$ cat src/rtl/globals_pkg.sv
// Shared project-wide constants.
// Blocks that need the machine data width take it from here.
package globals_pkg;

  localparam int DATA_SIZE = 32;

endpackage : globals_pkg

$ cat src/rtl/mul_seq.sv
// Sequential signed multiplier using shift-and-add on the operand magnitudes.
// The loop stops early once no set bits remain in |B|.
module mul_seq
  import globals_pkg::*;
#(
  parameter int MULTIPLICAND_WIDTH = DATA_SIZE,
  parameter int MULTIPLIER_WIDTH   = DATA_SIZE
) (
  input  logic                                                  clk,
  input  logic                                                  reset,
  input  logic                                                  valid_in,
  output logic                                                  in_ready,
  input  logic signed [MULTIPLICAND_WIDTH-1:0]                  multiplicand,
  input  logic signed [MULTIPLIER_WIDTH-1:0]                    multiplier,
  output logic signed [MULTIPLICAND_WIDTH+MULTIPLIER_WIDTH-1:0] product,
  output logic                                                  valid_out,
  output logic                                                  overflow
);

  localparam int MCW = MULTIPLICAND_WIDTH;
  localparam int MW  = MULTIPLIER_WIDTH;
  localparam int PW  = MCW + MW;

  typedef enum logic [1:0] {
    IDLE,
    LOOP,
    DONE
  } state_e;

  state_e                state_q, state_d;
  logic [PW-1:0]         a_q, a_d;
  logic [PW-1:0]         acc_q, acc_d;
  logic [MW-1:0]         b_q, b_d;
  logic                  sign_q, sign_d;
  logic signed [PW-1:0]  product_q, product_d;
  logic                  overflow_q, overflow_d;
  logic                  valid_q, valid_d;

  logic [MCW-1:0]        mag_a;
  logic [MW-1:0]         mag_b;
  logic [MW-1:0]         b_shift;
  logic [PW-1:0]         result;
  logic [PW-DATA_SIZE:0] upper;

  // Unsigned magnitudes, so the most negative operand keeps its full value.
  always_comb begin
    mag_a   = multiplicand[MCW-1] ? (~multiplicand + MCW'(1)) : multiplicand;
    mag_b   = multiplier[MW-1]    ? (~multiplier + MW'(1))    : multiplier;
    b_shift = b_q >> 1;
    result  = sign_q ? (~acc_q + PW'(1)) : acc_q;
    upper   = result[PW-1:DATA_SIZE-1];
  end

  always_comb begin
    // NOTE: every next-state value gets a default up front, so no path through
    // the case statement leaves one unassigned and infers a latch.
    state_d    = state_q;
    a_d        = a_q;
    acc_d      = acc_q;
    b_d        = b_q;
    sign_d     = sign_q;
    product_d  = product_q;
    overflow_d = overflow_q;
    valid_d    = 1'b0;

    case (state_q)
      IDLE: begin
        if (valid_in) begin
          a_d     = {{MW{1'b0}}, mag_a};
          b_d     = mag_b;
          sign_d  = multiplicand[MCW-1] ^ multiplier[MW-1];
          acc_d   = '0;
          state_d = (mag_a == '0 || mag_b == '0) ? DONE : LOOP;
        end
      end
      LOOP: begin
        if (b_q[0]) acc_d = acc_q + a_q;
        a_d = a_q << 1;
        b_d = b_shift;
        if (b_shift == '0) state_d = DONE;
      end
      DONE: begin
        product_d  = result;
        // Fits the signed DATA_SIZE range only when all upper bits match the sign.
        overflow_d = !((&upper) || (~|upper));
        valid_d    = 1'b1;
        state_d    = IDLE;
      end
      default: state_d = IDLE;
    endcase
  end

  always_ff @(posedge clk or posedge reset) begin
    if (reset) begin
      state_q    <= IDLE;
      a_q        <= '0;
      acc_q      <= '0;
      b_q        <= '0;
      sign_q     <= 1'b0;
      product_q  <= '0;
      overflow_q <= 1'b0;
      valid_q    <= 1'b0;
    end else begin
      // NOTE: non-blocking assignments make every register update from the
      // values held before the edge, independent of statement order.
      state_q    <= state_d;
      a_q        <= a_d;
      acc_q      <= acc_d;
      b_q        <= b_d;
      sign_q     <= sign_d;
      product_q  <= product_d;
      overflow_q <= overflow_d;
      valid_q    <= valid_d;
    end
  end

  assign in_ready  = (state_q == IDLE);
  assign product   = product_q;
  assign overflow  = overflow_q;
  assign valid_out = valid_q;

endmodule : mul_seq

$ cat config.mk
export PLATFORM = sky130hd
export DESIGN_NAME = mul_seq
export DESIGN_NICKNAME = d
export VERILOG_FILES = /design/src/rtl/globals_pkg.sv /design/src/rtl/mul_seq.sv
export SDC_FILE = /design/constraint.sdc
export NUM_CORES = 1
export LEC_CHECK = 0
export CAP_MARGIN = 0
export CORE_UTILIZATION = 33
export CTS_CLUSTER_DIAMETER = 60
export DETAILED_ROUTE_END_ITERATION = 10
export SLEW_MARGIN = 10
export SYNTH_ARGS = -nofsm -noshare
export SYNTH_HDL_FRONTEND = slang
export SYNTH_SLANG_ARGS = --single-unit
$ cat constraint.sdc
create_clock -name clk -period 8.55 [get_ports clk]
set_input_delay 1.71 -clock clk [delete_from_list [all_inputs] [get_ports clk]]
set_output_delay 1.71 -clock clk [all_outputs]
set_load 0.005 [all_outputs]
# Word level (Yosys, flattened, before mapping)
# Cells that the tools add are included.
# word_totals
ff_bits	229
latch_bits	0
ramBits	0
mem_bits_ro	0
inputBits	67
output_inout_bits	67
wordCells	51
n_memories	0
# classes
add_sub_neg	4
mul	0
div_mod_pow	0
magnitude_cmp	0
eq_ne	5
shifts	0
n_mux	15
bitwise_logic	4
n_reduce_logical	15
# op_table
op	count
2-to-1 mux 64 bit	4
case mux 64 bit (2 select lines)	2
logical NOT 32 bit	3
2-to-1 mux 32 bit	3
adder 32 x 2 -> 32 bit (second input constant)	2
adder 64 x 1 -> 64 bit (second input constant)	1
adder 64 bit	1
NOT 32 bit	2
NOT 64 bit	1
case mux 32 bit (2 select lines)	1
AND reduction 33 bit	1
OR reduction 33 bit	1
2-to-1 mux 2 bit	3
inequality test 2 bit (second input constant)	3
AND reduction 2 bit	3
case mux 2 bit (2 select lines)	1
AND reduction 3 bit	1
== test 2 x 1 -> 1 bit (second input constant)	1
== test 2 bit (second input constant)	1
logical NOT 1 bit	2
logical NOT 2 bit	1
logical OR 1 bit	2
nonzero test 2 bit	1
2-to-1 mux 1 bit	1
bitwise XOR 1 bit	1

# Longest topological paths before layout
# Gate-level depths: netlist of the first run.
# depth
ltp_word	8
depth_mapped	12
mapped_depth_nobuf	11

# Worst setup path before layout of the first run
# No wires, ideal clock.
# synth_path
path_type	input-to-reg
from	input multiplier[6]
to	register state_q[0]
setup_time_ps	134
t_arrival_ps	4344
required_time_ps	8416
setup_slack_ps	4072
cell_stages	12
path_buffers	3
path_cell_list	buf_2 -> or4_4 -> or4_4 -> buf_6 -> clkbuf_1 -> or4b_2 -> nand3_1 -> o211ai_1 -> nor4_1 -> nand3_1 -> o21ai_2 -> o21ai_0
# synth_between
elab_chain_cells	8
# synth_rtl
element	line	source
start: declaration	mul_seq.sv:14	input logic signed [MULTIPLIER_WIDTH-1:0] multiplier,
NOT 32 bit	mul_seq.sv:48	mag_b = multiplier[MW-1] ? (~multiplier + MW'(1)) : multiplier;
adder 32 x 2 -> 32 bit	mul_seq.sv:48	
2-to-1 mux 32 bit (*)	mul_seq.sv:48	
logical NOT 32 bit (*)	mul_seq.sv:73	state_d = (mag_a == '0 || mag_b == '0) ? DONE : LOOP;
logical OR 1 bit (*)	mul_seq.sv:73	
2-to-1 mux 2 bit (*)	mul_seq.sv:73	
2-to-1 mux 2 bit (*)	mul_seq.sv:68	if (valid_in) begin
case mux 2 bit (2 select lines) (*)	mul_seq.sv:66	case (state_q)
end signal: assignment	mul_seq.sv:106	state_q <= state_d;
end: declaration	mul_seq.sv:30	state_e state_q, state_d;
# Every way passes the cells marked *; elsewhere a longest branch is shown, timed or not. The select of a mux whose other input is x is not followed.
# A chain may end at the register's enable or synchronous reset.

# Worst setup path after layout of the first run
# layout_path
from	input multiplicand[1]
to	register state_q[1]
# layout_between
elab_chain_cells	8
# layout_rtl
element	line	source
start: declaration	mul_seq.sv:13	input logic signed [MULTIPLICAND_WIDTH-1:0] multiplicand,
NOT 32 bit	mul_seq.sv:47	mag_a = multiplicand[MCW-1] ? (~multiplicand + MCW'(1)) : multiplicand;
adder 32 x 2 -> 32 bit	mul_seq.sv:47	
2-to-1 mux 32 bit (*)	mul_seq.sv:47	
logical NOT 32 bit (*)	mul_seq.sv:73	
logical OR 1 bit (*)	mul_seq.sv:73	
2-to-1 mux 2 bit (*)	mul_seq.sv:73	
2-to-1 mux 2 bit (*)	mul_seq.sv:68	
case mux 2 bit (2 select lines) (*)	mul_seq.sv:66	
# Marks and branches as above.

==> impl_metrics.py, run 1 <==
metrics = {
    "sta": {
        "fmax_mhz": 206,
        "skew_ns": 0.0310,
        "setup-violations-final": 0,
        "setup_tns_ns": 0,
        "relSlewSlack_pct": 35.2,
        "finalHoldViolCount": 0,
        "tightest_slew_ns": 0.969,
        "min_period_ns": 4.86,
        "period_share_pct": 56.8,
        "rsz0062_at_grt": "no",
        "maxSlewViolCount": 0,
    },
    "min_path": {
        "min_path_type": "reg -> reg",
        "whs_path_depth": 2,
        "hold_start": "product[51]",
    },
    "yosys": {
        "seq_area_frac_synth_pct": 34.9,
        "synth_fp_nets": 2092,
        "yosys-top-cells-area": "dfrtp_1 35%, o21ai_0 6.7%, nand2_1 5.8%",
        "ys_async_sr_fraction_pct": 100,
        "syn_inst": 1958,
        "ys_warn_count": 0,
        "avgSynthCellArea_um2": 8.39,
        "synth_cell_types": 84,
        "synth_edf_count": 0,
        "synth_top_flop_cell": "dfrtp_1",
        "synth_seq_cells": 229,
        "yosys.area.top_type": "dfrtp_1",
        "synth_area_um2": 16400,
        "synth_top_area_share_pct": 34.9,
    },
    "die": {
        "pin_count": 134,
        "row_count": 81,
        "die_y_um": 225,
        "coreArea_um2": 49100,
        "start_util_pct": 33.5,
        "die_w_um": 225,
        "die-area_um2": 50700,
    },
    "critical_path": {
        "cpMaxStageDelayCell": "or4b_1",
        "r2r-start": "acc_q[3]",
        "cp_top_family": "simple AND/OR/NAND/NOR gates",
        "crit_chain": "clkdlybuf4s50_1 -> inv_1 -> ha_1 -> or4b_1 -> o31ai_1 -> xnor2_1 -> nor3_1 -> nand4_1 -> or4_1 -> or4_1 -> o21ai_2 -> o311a_1",
        "crit_cells": 12,
        "end_kind": "register",
        "worstSetupPathType": "in -> reg",
        "start_kind": "input pin",
        "crit_path_max_incr_delay_ns": 0.62,
        "cp_num_buf_inv": 2,
        "cp_max_fo": 6,
        "crit_top_cell": "or4_1",
        "rr_worst_depth": 9,
        "crit_required_ns": 9.06,
        "startpoint": "multiplicand[1]",
        "cp.arrival_ns": 5.37,
    },
    "final_layout": {
        "layout.cells.non_filler": 2696,
        "areaGrowthSynthToFinish_pct": 17.1,
        "layout-drive-gt1-share_pct": 5.32,
        "final_common_cell": "nand2_1",
        "final_cell_mix": "254 x nand2_1, 228 x dfrtp_1, 220 x o21ai_0",
        "fill_cells": 5004,
        "final_nets": 2142,
    },
    "grt": {
        "grt_max_degree": 97,
        "antenna_found_initial": 5,
        "grt_pass1_vias": 14300,
        "grt_overflow": 0,
        "track_usage_pct": 19.1,
        "grt_pass1_wl_um": 78700,
    },
    "cts": {
        "cts_buffers": 30,
        "h-tree-depth": 1,
        "cts.clk_slew.worst_paths_ns": 0.06,
        "cts_tree": "built",
        "cts_root_buf": "clkbuf_16",
        "cts.sinks": 229,
        "postCtsHoldBufs": 0,
        "cts_resized": 0,
        "clock_latency_ns": 0.58,
        "clk_path_buf_depth": 3,
        "post_cts_buffers": 0,
    },
    "power_and_ir_drop": {
        "p_total_mw": 7.11,
        "leakage_nw": 8.05,
        "vdd_drop_max_v": 0.000165,
        "p_per_area_nw_per_um2": 370,
    },
    "outcome": {
        "status": "finished clean",
    },
    "routing": {
        "drt_iter0_markers": 1183,
        "detail-route-antenna-nets": 0,
        "vias": 15100,
        "first_pass_iters": 5,
        "wl_per_cell_um": 18.0,
        "drc": 0,
        "drt_wl_total_um": 48600,
        "vias_per_cell": 5.60,
    },
    "placed_design": {
        "port_buffers": 133,
        "dp_hpwl_um": 36200,
        "placedCellCount": 2640,
        "routabilityCongestion": 0.949,
    },
    "flow_run": {
        "drv_cap": 0,
    },
}
[layout make-up]
cell class	count	area, um2	area share [%]
inverters	34	135	0.703
clock inverters	15	161	0.839
multi-input cells	1564	10100	52.4
clock buffers	38	832	4.33
flip-flops and latches	229	5730	29.8
well taps	664	831	4.32
repair buffers	149	1450	7.55
diodes	3	7.51	0.0390
[worst paths after layout]
| path | endpoint | slack [ns] |
|---|---|---|
| max in group asynchronous | sign_q | 5.48 |
| max reg2reg | overflow | 4.16 |
| min in group asynchronous | product[0] | 1.62 |
| min | product[51] | 0.47 |
| min reg2reg | product[51] | 0.47 |
| max | state_q[1] | 3.69 |
[worst min-delay path: cells and delay by family (launching register included)]
family             cells  cell delay (ns)
AOI/OAI and AO/OA      1             0.06
and+or+nand+nor        1             0.04
DFF                    1             0.34
[per-stage QoR]
stage                     util [%]  cell area (um2)  setup slack (ns)  hold slack, ns
after CTS                     39.2            19200              3.73           0.482
final                         39.2            19200              3.69           0.474
after global placement        37.2            18200              3.17           0.464
after floorplan                  -            16400             0.564           0.462
after global routing          39.2            19200              3.52           0.510
after detailed placement      37.2            18200              3.14           0.469
[logic make-up (layout without fill, tap and decap cells)]
logic type / count (synthesis) / after routing / share of synthesized area [%]
XOR/XNOR: 171 / 171 / 9.12
multiplexers: 14 / 14 / 0.899
AND/OR/NAND/NOR: 639 / 639 / 19.7
other: 0 / 3 / 0
buffers and inverters: 165 / 236 / 3.92
AO/OA/AOI/OAI: 673 / 673 / 26.3
flip-flops: 229 / 229 / 34.9
adder cells (fa/ha/maj): 67 / 67 / 5.15
[Yosys cell counts (28+ instances only)]
| library cell | n |
|---|---|
| nand2_1 | 255 |
| dfrtp_1 | 229 |
| o21ai_0 | 221 |
| a21oi_1 | 124 |
| clkbuf_1 | 115 |
| nor2_1 | 99 |
| xnor2_1 | 89 |
| xor2_1 | 82 |
| ha_1 | 66 |
| o22ai_1 | 54 |
| o31ai_1 | 45 |
| nor3_1 | 38 |
| a22o_1 | 37 |
| nand4_1 | 32 |
| nor4_1 | 32 |
| a21o_1 | 31 |
| inv_1 | 31 |
| or3_1 | 31 |
| a22oi_1 | 28 |
[where the power goes]
part / internal, mW / total, mW / leakage (nW) / switching (mW)
clock network: 0.753 / 1.27 / 0.486 / 0.513
registers: 1.54 / 2.08 / 2.89 / 0.542
logic: 1.54 / 3.76 / 4.67 / 2.22
total: 3.83 / 7.11 / 8.05 / 3.28
[metal layers]
metal	GRT usage [%]	vias to the layer above	wire length (um)
met5	0	-	28
met4	5.51	4	1150
met3	2.67	67	2660
met2	29.5	363	21500
met1	27.6	7259	23300
li1	-	7412	-
[registers in the layout, summed over array words and instances (netlist names)]
register and cells:
state_q 2, overflow 1, b_q 32, product 64, a_q 64, valid_out 1
sign_q 1, acc_q 64
No activity file was read; power rests on OpenSTA's default activity.
==> run 2, diff against run 1 <==
==> constraint.sdc (replaced) <==
create_clock -name clk -period 4.25 [get_ports clk]
set_input_delay 0.85 -clock clk [delete_from_list [all_inputs] [get_ports clk]]
set_output_delay 0.85 -clock clk [all_outputs]
set_load 0.005 [all_outputs]
==> impl_metrics.py, run 2 (synthesis results as in run 1) <==
metrics = {
    "critical_path": {
        "start_kind": "register",
        "worstSetupPathType": "reg -> reg",
        "end_kind": "register",
        "cp.arrival_ns": 4.22,
        "crit_required_ns": 4.65,
        "cp_max_fo": 12,
    },
    "sta": {
        "setup_tns_ns": 0,
        "period_share_pct": 89.9,
        "setup-violations-final": 0,
        "min_period_ns": 3.82,
        "relSlewSlack_pct": 42.9,
        "tightest_slew_ns": 0.846,
        "maxSlewViolCount": 0,
        "fmax_mhz": 262,
        "skew_ns": 0.0145,
        "finalHoldViolCount": 0,
        "rsz0062_at_grt": "no",
    },
    "final_layout": {
        "final_cell_mix": "254 x nand2_1, 228 x dfrtp_1, 220 x o21ai_0",
        "final_common_cell": "nand2_1",
        "fin_util_pct": 40.1,
        "layout.cells.non_filler": 2753,
        "fill_cells": 4983,
        "antennaDiodeCount": 0,
        "areaGrowthSynthToFinish_pct": 19.7,
        "final_nets": 2205,
        "layout-drive-gt1-share_pct": 8.04,
    },
    "flow_run": {
        "drv_cap": 0,
    },
    "cts": {
        "cts.sinks": 229,
        "postCtsHoldBufs": 0,
        "clk_path_buf_depth": 3,
        "cts.clk_slew.worst_paths_ns": 0.06,
        "cts_root_buf": "clkbuf_16",
        "cts_resized": 0,
        "cts_buffers": 27,
        "h-tree-depth": 1,
        "cts_tree": "built",
        "clock_latency_ns": 0.55,
        "post_cts_buffers": 0,
    },
    "routing": {
        "detail-route-antenna-nets": 0,
        "first_pass_iters": 6,
        "wl_per_cell_um": 18.0,
        "vias_per_cell": 5.57,
        "drt_wl_total_um": 49700,
        "drc": 0,
        "drt_iter0_markers": 1243,
        "vias": 15300,
    },
    "grt": {
        "antenna_found_initial": 0,
        "grt_pass1_wl_um": 80700,
        "grt_overflow": 0,
        "track_usage_pct": 19.5,
        "grt_max_degree": 57,
        "grt_pass1_vias": 14700,
    },
    "power_and_ir_drop": {
        "vdd_drop_max_v": 0.000350,
        "leakage_nw": 8.31,
        "p_total_mw": 14.3,
        "p_per_area_nw_per_um2": 729,
    },
    "die": {
        "die-area_um2": 50700,
        "start_util_pct": 33.5,
        "row_count": 81,
        "pin_count": 134,
        "coreArea_um2": 49100,
        "die_w_um": 225,
        "die_y_um": 225,
    },
    "outcome": {
        "status": "finished clean",
    },
    "placed_design": {
        "port_buffers": 133,
        "dp_hpwl_um": 38400,
        "routabilityCongestion": 0.953,
        "placedCellCount": 2706,
    },
    "min_path": {
        "min_path_type": "reg -> reg",
    },
}
## run 2: layout make-up
type / instances / area [um2] / area share (%)
Inverter: 34 / 131 / 0.668
Tap cell: 664 / 831 / 4.23
Timing Repair Buffer: 215 / 2000 / 10.2
Sequential cell: 229 / 5730 / 29.2
Clock buffer: 36 / 759 / 3.86
Multi-Input combinational cell: 1564 / 10100 / 51.3
Clock inverter: 11 / 126 / 0.643
## run 2: critical path: stages, from the launching register on
cell and delay (ns):
dfrtp_1 0.56, ha_1 0.51, nand4_1 0.18, or3_1 0.46, nor3_1 0.35, o211ai_1 0.28, nand3b_1 0.23, a21oi_1 0.17
o41ai_1 0.56, mux2i_1 0.24, o311ai_0 0.14
## run 2: final timing paths
check,slack [ns],end,cells after the start,startpoint
min in group asynchronous,0.80,product[0],2,reset
max,0.43,acc_q[61],10,acc_q[30]
min reg2reg,0.48,product[19],2,product[19]
max reg2reg,0.43,acc_q[61],10,acc_q[30]
max in group asynchronous,2.71,product[54],3,reset
min,0.48,product[19],2,product[19]
## run 2: power breakdown
group,switching [mW],total (mW),internal [mW]
combinational,4.59,7.84,3.25
clock,0.948,2.32,1.38
sequential,1.07,4.17,3.09
total,6.61,14.3,7.72
## run 2: per-layer routing
metal | up-vias | global-route usage [%] | wire, um
li1 | 7544 | - | -
met1 | 7303 | 29.0 | 24500
met2 | 423 | 29.9 | 21600
met3 | 70 | 2.37 | 2640
met4 | 0 | 4.76 | 988
met5 | - | 0 | 0
## run 2: per-stage QoR
step / cell area, um2 / worst slack, ns / hold slack (ns)
floorplan: 16400 / 0.406 / 0.462
detailed placement: 18800 / -0.0335 / 0.470
CTS: 19700 / 0.480 / 0.484
global route: 19700 / 0.156 / 0.493
global placement: 18800 / 0.0265 / 0.464
finish: 19700 / 0.430 / 0.476
